===== src/rtl/vga_sync_decoder.sv =====
// Rebuilds x/y/de from sampled 640x480-style syncs and locks after LOCK_FRAMES clean frames.
// Outputs register one clk after each pix_en sample; no backpressure, one sample per strobe.
module vga_sync_decoder #(
    parameter int H_ACTIVE    = 640,
    parameter int H_FP        = 16,
    parameter int H_SYNC      = 96,
    parameter int H_BP        = 48,
    parameter int V_ACTIVE    = 480,
    parameter int V_FP        = 10,
    parameter int V_SYNC      = 2,
    parameter int V_BP        = 33,
    parameter int LOCK_FRAMES = 2
) (
    input  logic        clk,
    input  logic        rst,
    input  logic        pix_en,
    input  logic        hsync_n,
    input  logic        vsync_n,
    output logic [9:0]  x,
    output logic [9:0]  y,
    output logic        de,
    output logic        newline,
    output logic        newframe,
    output logic [11:0] h_total,
    output logic [11:0] v_total,
    output logic        locked,
    output logic        lock_err
);

    localparam int H_TOTAL = H_ACTIVE + H_FP + H_SYNC + H_BP;
    localparam int V_TOTAL = V_ACTIVE + V_FP + V_SYNC + V_BP;

    typedef enum logic [1:0] {SEARCH, ACQUIRE, LOCK} state_t;

    state_t      state, state_nx;
    logic [7:0]  good_cnt, good_nx;
    logic        lock_err_nx;
    logic        hs_prev, vs_prev;
    logic [11:0] hcnt, hsw, lcnt, vsw;
    logic        seen_hs, line_bad;
    logic        hs_fall, hs_rise, vs_fall, vs_rise;
    logic        h_len_err, h_sync_err, v_sync_err, timeout;
    logic        line_err, timeout_err, frame_ok;
    logic        x_wrap;
    logic [9:0]  x_nx, y_nx;

    function automatic logic [11:0] sat_inc(input logic [11:0] v);
        return (v == 12'hFFF) ? v : v + 12'd1;
    endfunction

    assign hs_fall = pix_en && !hsync_n && hs_prev;
    assign hs_rise = pix_en && hsync_n && !hs_prev;
    assign vs_fall = pix_en && !vsync_n && vs_prev;
    assign vs_rise = pix_en && vsync_n && !vs_prev;

    assign h_len_err  = hs_fall && (hcnt != 12'(H_TOTAL));
    assign h_sync_err = hs_rise && (hsw != 12'(H_SYNC));
    assign v_sync_err = vs_rise && (vsw != 12'(V_SYNC));
    // Fires once: hcnt saturates far above the threshold and cannot re-cross it.
    assign timeout    = pix_en && !hs_fall && (hcnt == 12'(2 * H_TOTAL - 1));

    assign timeout_err = seen_hs && timeout;
    assign line_err    = seen_hs && (h_len_err || h_sync_err || v_sync_err || timeout);
    assign frame_ok    = (lcnt == 12'(V_TOTAL)) && (vsw == 12'(V_SYNC)) && !line_bad && !line_err;

    assign x_wrap = !hs_fall && (x >= 10'(H_TOTAL - 1));

    always_comb begin
        x_nx = x;
        y_nx = y;
        if (hs_fall)
            x_nx = 10'(H_ACTIVE + H_FP);
        else if (x_wrap)
            x_nx = 10'd0;
        else
            x_nx = x + 10'd1;
        if (vs_fall)
            y_nx = 10'(V_ACTIVE + V_FP);
        else if (x_wrap)
            y_nx = (y >= 10'(V_TOTAL - 1)) ? 10'd0 : y + 10'd1;
    end

    always_ff @(posedge clk) begin
        if (rst) begin
            hs_prev  <= 1'b1;
            vs_prev  <= 1'b1;
            x        <= '0;
            y        <= '0;
            newline  <= 1'b0;
            newframe <= 1'b0;
            hcnt     <= '0;
            hsw      <= '0;
            lcnt     <= '0;
            vsw      <= '0;
            h_total  <= '0;
            v_total  <= '0;
            seen_hs  <= 1'b0;
            line_bad <= 1'b0;
        end else begin
            newline  <= pix_en && (x_nx == 10'd0);
            newframe <= pix_en && (x_nx == 10'd0) && (y_nx == 10'd0);
            if (pix_en) begin
                hs_prev <= hsync_n;
                vs_prev <= vsync_n;
                x       <= x_nx;
                y       <= y_nx;

                if (hs_fall) begin
                    h_total <= hcnt;
                    hcnt    <= 12'd1;
                    hsw     <= 12'd1;
                    seen_hs <= 1'b1;
                end else begin
                    hcnt <= sat_inc(hcnt);
                    if (!hsync_n)
                        hsw <= sat_inc(hsw);
                end

                // A coincident hs_fall belongs to the frame that starts here.
                if (vs_fall) begin
                    v_total  <= lcnt;
                    lcnt     <= hs_fall ? 12'd1 : 12'd0;
                    vsw      <= hs_fall ? 12'd1 : 12'd0;
                    line_bad <= 1'b0;
                end else begin
                    if (hs_fall)
                        lcnt <= sat_inc(lcnt);
                    if (hs_fall && !vsync_n)
                        vsw <= sat_inc(vsw);
                    if (line_err)
                        line_bad <= 1'b1;
                end
            end
        end
    end

    always_ff @(posedge clk) begin
        if (rst) begin
            state    <= SEARCH;
            good_cnt <= '0;
            lock_err <= 1'b0;
        end else begin
            state    <= state_nx;
            good_cnt <= good_nx;
            lock_err <= lock_err_nx;
        end
    end

    always_comb begin
        state_nx    = state;
        good_nx     = good_cnt;
        lock_err_nx = 1'b0;
        if (pix_en) begin
            case (state)
                SEARCH: begin
                    if (vs_fall) begin
                        state_nx = ACQUIRE;
                        good_nx  = '0;
                    end
                end
                ACQUIRE: begin
                    if (timeout_err) begin
                        good_nx = '0;
                    end else if (vs_fall) begin
                        if (frame_ok) begin
                            good_nx = good_cnt + 8'd1;
                            if (good_cnt + 8'd1 >= 8'(LOCK_FRAMES))
                                state_nx = LOCK;
                        end else begin
                            good_nx = '0;
                        end
                    end
                end
                LOCK: begin
                    if (line_err || (vs_fall && !frame_ok)) begin
                        lock_err_nx = 1'b1;
                        state_nx    = ACQUIRE;
                        good_nx     = '0;
                    end
                end
                default: begin
                    state_nx = SEARCH;
                    good_nx  = '0;
                end
            endcase
        end
    end

    assign locked = (state == LOCK);
    assign de     = locked && (x < 10'(H_ACTIVE)) && (y < 10'(V_ACTIVE));

endmodule


===== config.mk =====
export PLATFORM = sky130hd
export DESIGN_NAME = vga_sync_decoder
export DESIGN_NICKNAME = d
export VERILOG_FILES = /design/src/rtl/vga_sync_decoder.sv
export SDC_FILE = /design/constraint.sdc
export NUM_CORES = 1
export LEC_CHECK = 0
export CAP_MARGIN = 40
export CORE_MARGIN = 8
export CORE_UTILIZATION = 45
export CTS_CLUSTER_SIZE = 12
export DETAILED_ROUTE_END_ITERATION = 10
export DONT_BUFFER_PORTS = 1
export GPL_TIMING_DRIVEN = 0
export PLACE_DENSITY = 0.64
export RECOVER_POWER = 25
export SLEW_MARGIN = 20
export SYNTH_ARGS = -nofsm -noshare
export SYNTH_HDL_FRONTEND = slang
export SYNTH_SLANG_ARGS = --single-unit

===== constraint.sdc =====
create_clock -name clk -period 4.8 [get_ports clk]
set_input_delay 0 -clock clk [delete_from_list [all_inputs] [get_ports clk]]
set_output_delay 0 -clock clk [all_outputs]
set_load 0.05 [all_outputs]

# == Word level (Yosys, flattened, before mapping) ==
# Index checks and enable logic that the tools add are counted.
# op_classes
bitwise,2
eq_ne,24
order_cmp,5
n_reduce_logical,53
add_sub_neg,7
muxes,33
# ops
op,count
$mux 12,11
$mux 10,5
$add 12x1->12 const B,4
$eq 12x12->1 const B,4
$mux 8,5
$logic_and 1x1->1,25
$pmux 8 s3,1
$add 10x1->10 const B,2
$ge 10x10->1 const B,2
$logic_not 10->1,2
$ne 2x2->1 const B,9
$eq 12x10->1 const B,1
$eq 12x11->1 const B,1
$eq 12x2->1 const B,1
$mux 2,6
$ne 12x10->1 const B,1
$ne 12x2->1 const B,1
$ne 12x7->1 const B,1
$lt 10x10->1 const B,1
$lt 10x9->1 const B,1
$reduce_and 3->1,3
$add 8x1->8 const B,1
$ge 8x2->1 const B,1
$logic_not 1->1,8
other kinds (14),27
# totals
reg_bits,109
input_bits,5
word_cells,141

# == Longest topological paths before layout ==
# Gate-level depths: netlist of the first run.
# logic_depth
ltp_word,15
depth_mapped,9
depth_no_buf,8

# == Least setup slack after synthesis of the first run ==
# No wires, ideal clock.
# synth_path
path_kind,register to register
from,reg x[1]
to,reg y[2]
t_arrival_ns,2.477
path_slack_ns,2.253
setup_ns,0.070
path_stages_with_launch,9
period_less_slack_ns,2.547
path_cell_list,dfxtp_1 > ha_1 > and4_1 > buf_2 > o2111a_2 > buf_6 > nand2_1 > or4b_1 > a21oi_1
# synth_between
elab_chain_cells,4
# synth_rtl
item,line_no,text
start: declaration,19,"output logic [9:0] x,"
start signal: assignment,105,x <= x_nx;
$ge 10x10->1,66,assign x_wrap = !hs_fall && (x >= 10'(H_TOTAL - 1));
$logic_and 1x1->1,66,
$mux 10,79,else if (x_wrap)
$mux 10,77,if (vs_fall)
end signal: assignment,106,y <= y_nx;
end: declaration,20,"output logic [9:0] y,"
# No other way between the ends.
# A chain may end at the register's enable or synchronous reset.

# == Final worst setup path of the first run ==
# layout_path
from,reg x[1]
to,reg newframe
# layout_between
elab_chain_cells,7
# layout_rtl
item,line_no,text
$ge 10x10->1,66,
$logic_and 1x1->1,66,
$mux 10,73,else if (x_wrap)
$mux 10,71,if (hs_fall)
$logic_not 10->1,101,newframe <= pix_en && (x_nx == 10'd0) && (y_nx == 10'd0);
$logic_and 1x1->1,101,
$logic_and 1x1->1 *,101,
end signal: assignment,101,
end: declaration,23,"output logic newframe,"
# Mark *: on every way between the ends. The rest lies on a longest branch, timed or not.

==> summary.txt, run 1 <==
Run status
  • Status: finished, final reports clean

Die
  • Die Area: between 0.015 and 0.02 mm2
  • Starting Density: 0.461
  • Cell Rows: 40
  • # IOs: 54
  • Die Ht: approximately 130 um
  • Die W: 127 um
  • Core footprint: roughly 0.012 mm2

Drt
  • Wire length per cell: about 17 um
  • Remaining DRCs: 0
  • DR iter-0 viols: 368
  • Met2 wire length: roughly 7000 um
  • Initial DRT Pass Iterations: 6
  • Final WL: between 10000 and 15000 um
  • Via-per-instance ratio: between 5 and 6
  • Detail Route Antenna Nets: 0
  • Metal3 WL: just over 1000 um
  • Max Used Layer: met4
  • DRT met1 WL: 6710 um
  • Vias: 5104

Pwr
  • Leak Pwr: about 2 nW
  • Flop pwr share: 0.524
  • Power density cells: around 300 mW/mm2
  • Switching share of power: 0.252
  • Max VDD drop: roughly 150 uV
  • Clk pwr share: 0.408
  • Internal: roughly 0.0014 W
  • Combinational power share: 0.068
  • Sw Pwr: between 0.0004 and 0.0005 W

Worst setup path
  • Worst setup path class: flip-flop to flip-flop
  • Worst R2R Start: x[1]
  • Setup crit start: x[1]
  • CP Max Fanout: 8
  • Critical Path AT: roughly 3300 ps
  • Reg2reg setup slack: 1810 ps
  • CP peak stage delay: around 740 ps
  • Slowest stage cell, crit path: dfxtp_1
  • Crit path max-delay family: simple AND/OR/NAND/NOR gates
  • Crit. End Element: flip-flop
  • Worst Path Required: between 5000 and 6000 ps
  • Startpoint types: flip-flop
  • Cell breakdown of the critical path: ha_1, and4_1, buf_2, o2111ai_2, nand2_1, a31oi_1, nor4_1, nor4bb_1
  • Worst Path Buf+Inv: 1

Yosys
  • Top_reg_cell synth: dfxtp_1
  • Mapped Area: approximately 0.0056 mm2
  • Syn Nets: between 700 and 800
  • Sequential share of the synthesized area: 0.392
  • Mean Syn Cell Area: 8.08 um2
  • Ys async rst share: 0
  • Post-Syn Instances: between 600 and 700
  • Synthesized flop and latch total: roughly 110
  • EDFF count, synth: 0
  • Synth warn: 0
  • Synth unique cells: 63

Layout
  • Area delta synth->final: 10.4%
  • Area of the multi-input gates: 0.00316 mm2
  • Antenna diodes: 0
  • Filler cells: 1203
  • FF/Latch Area: approximately 0.0022 mm2
  • Layout cell share with drive strength beyond 1: 0.0493
  • Final Cell Area: just over 0.006 mm2
  • Final nets: around 720

Clocking
  • Hold buffer count at cts: 6
  • Setup bufs post-CTS: 0
  • Post-CTS Resized: 0
  • CTS tree: yes
  • Htree depth: 3
  • # clock sinks: between 100 and 150
  • Total CTS buffers: 9
  • CTS root buf: clkbuf_16
  • Clock slew at reported path FFs: roughly 70 ps
  • CTS max path bufs: 2
  • Worst skew pair latency: 360 ps

Place
  • Final GP Congestion: ~0.87
  • Area after DPL: 0.00579 mm2
  • Post-placement setup slack: 1870 ps
  • HPWL after DPL: around 11000 um
  • Buffers on Ports: 0

Global route
  • Vias in the first global route: a little under 5000
  • Initial antenna violation count: 0
  • Pin count of the biggest net entering global routing: 17
  • Global route overflow: 0
  • Gr usage total: 0.184
  • Global-route wire length before repair: ~24000 um

STA
  • Tightest Pin Transition: 825 ps
  • RSZ-0062 raised after global routing: false
  • Rel. slew slack: 0.445
  • Final setup fails: 0
  • Hold Vio Cnt, Final: 0
  • Minimum clock period: ~3000 ps
  • Fmax: about 330 MHz
  • Fin Setup TNS: 0 ps
  • Final Skew: ~8.7 ps
  • Max Slew Vio Count: 0
  • Fin worst setup slack: 1810 ps
  • Period utilization: 0.624

Min path
  • HP Start: hsync_n
  • Worst Hold Class: primary input to flip-flop

Job
  • # Max-Cap Violations: 0
## cells by family after synthesis
kind of cell	share of synthesized area
buffers and inverters	0.0425
XOR/XNOR	0.0709
AO/OA/AOI/OAI	0.185
multiplexers	0.00360
adder cells (fa/ha/maj)	0.0292
flip-flops	0.392
AND/OR/NAND/NOR	0.276
## registers in the layout (all words and copies together), names as in the netlist
register	cells
newframe	1
hsw	12
h_total	12
newline	1
x	10
vs_prev	1
hs_prev	1
good_cnt	8
hcnt	12
y	10
state	2
lcnt	12
line_bad	1
lock_err	1
seen_hs	1
vsw	12
v_total	12
## power by group through the flow
stage	logic, W	registers [W]	clock network [W]
2_1_floorplan	0.0000860	0.000977	0
3_3_place_gp	0.000115	0.000983	0
3_5_place_dp	0.000118	0.000984	0
4_1_cts	0.000124	0.000963	0.000762
5_1_grt	0.000138	0.000966	0.000804
6_report	0.000125	0.000963	0.000751
## worst min-delay path, stage by stage
cell and delay (ps):
a211oi_1 40, nand4b_1 190, xor2_1 90, nor2_1 70
## per-layer routing
layer | vias to the layer above | global-route usage
li1 | 2502 | -
met1 | 2425 | 0.227
met2 | 154 | 0.298
met3 | 23 | 0.0445
met4 | 0 | 0.0819
met5 | - | 0
## worst paths after layout
path / to / cells after the start
worst max-delay path: newframe / 8
worst min-delay path: hsw[7] / 4
worst max register to register: newframe / 8
worst min register to register: line_bad / 2
## layout make-up
type / count / share of cell area
buffer: 33 / 0.0238
clock buffer: 12 / 0.0401
clock inverter: 4 / 0.00774
inverter: 24 / 0.0147
multi-input combinational: 522 / 0.514
sequential: 109 / 0.355
tap: 168 / 0.0342
timing repair buffer: 6 / 0.00978
## placed cells by master (no fill, tap or decap), drive strengths merged, types with 6 or more instances in the layout
master       count
a211oi          12
a21oi           56
a31oi            7
and3            18
buf             10
clkbuf          35
dfxtp          109
dlygate4sd3      6
ha              13
inv             24
nand2          105
nand3           23
nand4           19
nor2            65
nor3            20
nor4             8
o2111ai          6
o21ai           28
or3              9
xnor2           23
xor2            22
## synth_stat cells, drive strengths merged (5+ instances only)
cell,instances,area share
a31oi,7,0.0079
ha,13,0.029
nand3,23,0.021
clkbuf,23,0.016
o21a,5,0.0067
or3,9,0.010
inv,24,0.016
xor2,22,0.035
dfxtp,109,0.39
o211ai,5,0.0067
buf,10,0.011
nand2,105,0.071
o21ai,28,0.025
nand4,19,0.021
o221ai,5,0.0079
and3,18,0.020
o2111ai,6,0.011
nor2,65,0.045
xnor2,23,0.036
nor3,20,0.018
nor4,8,0.0090
a21oi,56,0.053
nor4b,5,0.0090
a211oi,12,0.016
and4,5,0.0079
## stage by stage
step / total power (W) / util / std cells / hold WS [ps]
2_1_floorplan: 0.00106 / - / 688 / 144
3_3_place_gp: 0.00110 / 0.479 / 856 / 152
3_5_place_dp: 0.00110 / 0.480 / 856 / 161
4_1_cts: 0.00185 / 0.509 / 878 / 72.3
5_1_grt: 0.00191 / 0.509 / 878 / 98.2
6_report: 0.00184 / 0.509 / 878 / 71.2
(Power assumes the default switching activity.)
==> run 2: changes to the inputs <==
Settings changed: PLACE_DENSITY 0.64 to 0.66.
Clock period 4.8 ns to 2.5 ns, I/O delays scaled along.
==> run 2 against run 1 <==
Global-route usage fell by 0.53 points; core utilization up 0.80 points; worst hold slack better by 7.8 ps; worst setup slack got worse by 1700 ps; clock power up 94%; die area did not move; total power increased by 93%; sequential share of layout area fell by 0.27 points; via count rose by 1.1%; critical path type unchanged.
==> summary.txt, run 2 (synthesis results as in run 1) <==
Worst setup path
  • Worst setup path class: flip-flop to flip-flop
  • CP Max Fanout: 9 (+1)
  • Slowest stage cell, crit path: or4b_1
  • CP peak stage delay: 450 ps (-290 ps)
  • Worst Path Required: 2780 ps (-2290 ps)
  • Startpoint types: flip-flop
  • Crit. End Element: flip-flop
  • Cell breakdown of the critical path: buf_2, or3_1, o2111a_2, buf_4, a21oi_4, or4b_1, a21oi_1
  • Critical Path AT: 2660 ps (-600 ps)
  • Worst Path Buf+Inv: 2 (+1)
  • Crit path max-delay family: simple AND/OR/NAND/NOR gates

Pwr
  • Max VDD drop: 318 uV (+110%)
  • Leak Pwr: 2.05 nW (+1.8%)
  • Power density cells: 569 mW/mm2 (+90%)

STA
  • Rel. slew slack: 0.489 (+0.0440)
  • Hold Vio Cnt, Final: 0 (unchanged)
  • Fmax: 420 MHz (+26%)
  • Tightest Pin Transition: 765 ps (-59.4 ps)
  • Max Slew Vio Count: 0 (unchanged)
  • Final setup fails: 0 (unchanged)
  • Period utilization: 0.953 (+0.329)
  • Final Skew: 5.02 ps (-3.72 ps)
  • Minimum clock period: 2380 ps (-612 ps)
  • Fin Setup TNS: 0 ps (unchanged)

Layout
  • Antenna diodes: 0 (unchanged)
  • Most frequent cells in the layout: nand2_1, dfxtp_1, nor2_1, a21oi_1, inv_1
  • Commonest non-fill, non-tap cell in the layout: nand2_1
  • Layout cell share with drive strength beyond 1: 0.0799 (+0.0306)
  • Fin util: 0.517 (+0.00799)
  • Filler cells: 1139 (-5.3%)
  • Area delta synth->final: 12.1%
  • Final nets: 726 (+0.41%)

Global route
  • Gr usage total: 0.178 (-0.00526)
  • Pin count of the biggest net entering global routing: 20 (+3)
  • Initial antenna violation count: 0 (unchanged)
  • Global-route wire length before repair: 23900 um (-0.94%)
  • Global route overflow: 0 (unchanged)
  • Vias in the first global route: 4762 (-0.83%)

Drt
  • Final WL: 14400 um (-3.3%)
  • DR iter-0 viols: 429 (+17%)
  • Detail Route Antenna Nets: 0 (unchanged)
  • Wire length per cell: 16.4 um (-3.6%)
  • Via-per-instance ratio: 5.86 (+0.77%)
  • Vias: 5161 (+1.1%)
  • Remaining DRCs: 0 (unchanged)
  • Initial DRT Pass Iterations: 5 (-1)

Clocking
  • CTS tree: yes
  • CTS root buf: clkbuf_16
  • Htree depth: 3 (unchanged)
  • CTS max path bufs: 2 (unchanged)
  • Clock slew at reported path FFs: 70 ps (about the same)
  • Worst skew pair latency: 350 ps (about the same)
  • Total CTS buffers: 9 (unchanged)
  • # clock sinks: 109 (unchanged)

Die
  • Starting Density: 0.461 (unchanged)
  • Core footprint: 0.0121 mm2 (unchanged)
  • Die Area: 0.0162 mm2 (unchanged)
  • # IOs: 54 (unchanged)
  • Cell Rows: 40 (unchanged)
  • Die W: 127 um (unchanged)
  • Die Ht: 127 um (unchanged)

Run status
  • Status: finished, final reports clean

Min path
  • Worst Hold Class: primary input to flip-flop

Place
  • Buffers on Ports: 0 (unchanged)
  • HPWL after DPL: 10400 um (-1.8%)
  • Final GP Congestion: 0.877 (+1.3%)

Job
  • # Max-Cap Violations: 0 (unchanged)
-- run 2: changes by cell type in the layout (fill, tap and decap cells not counted), moves of 2 or more --
cell,previous run,this run
buf_4,0,3
clkinv_4,0,2
clkbuf_2,0,2
clkbuf_1,25,21
dfxtp_4,0,2
clkinv_2,2,0
nor4_1,8,6
nor4_4,0,2
dfxtp_2,0,8
dfxtp_1,109,99
-- run 2: area by class of cell --
class	count	area [um2]	share of cell area
Multi-Input combinational cell	522	3200	0.513
Sequential cell	109	2200	0.353
Clock buffer	9	225	0.0361
Tap cell	168	210	0.0337
Buffer	33	149	0.0239
Inverter	24	90.1	0.0144
Clock inverter	7	82.6	0.0132
Timing Repair Buffer	9	82.6	0.0132
-- run 2: path summary, 6_finish.rpt --
| check | start | endpoint | slack, ps | cells past startpoint |
|---|---|---|---|---|
| min reg2reg | line_bad | line_bad | 500 | 2 |
| max | x[5] | y[2] | 120 | 7 |
| min | hsync_n | hsw[7] | 80 | 4 |
| max reg2reg | x[5] | y[2] | 120 | 7 |
-- run 2: through the flow --
step	power (W)	worst slack, ps	hold WS [ps]	cell area (um2)	std cells
final	0.00355	118	79.0	6240	881
after global routing	0.00369	-7.65	106	6240	881
after CTS	0.00358	18.7	78.5	6180	878
after detailed placement	0.00211	-148	161	5790	856
after global placement	0.00211	-135	153	5770	856
after floorplan	0.00204	163	144	5560	688
-- run 2: power by group --
part	leakage (nW)	switching (W)	total, W	internal [W]
logic	1.02	0.000164	0.000245	0.0000808
registers	0.887	0.0000886	0.00185	0.00176
clock network	0.144	0.000664	0.00146	0.000791
total	2.05	0.000917	0.00355	0.00263
-- run 2: routing by layer --
| layer | vias up | wire, um | GRT usage |
|---|---|---|---|
| met3 | 31 | 1120 | 0.0445 |
| met4 | 0 | 307 | 0.0735 |
| met1 | 2453 | 6390 | 0.228 |
| met5 | - | 0 | 0 |
| li1 | 2508 | - | - |
| met2 | 169 | 6630 | 0.281 |
-- run 2: worst register-to-register path: cells and delay by family (launching register included) --
family                 cells  cell delay (ps)
AO/OA/AOI/OAI              3              650
buffers and inverters      2              380
flip-flops                 1              410
AND/OR/NAND/NOR            2              870
-- run 2: timing repair --
| item | CTS | global route |
|---|---|---|
| cloned | 0 | 0 |
| buffers inserted | 0 | 3 |
| gates resized for setup | 9 | 12 |
| hold buffers | 6 | 0 |
| setup endpoints to repair | 5 | 14 |
| endpoints found under the hold margin | 10 | 0 |
| pin swaps | 1 | 3 |
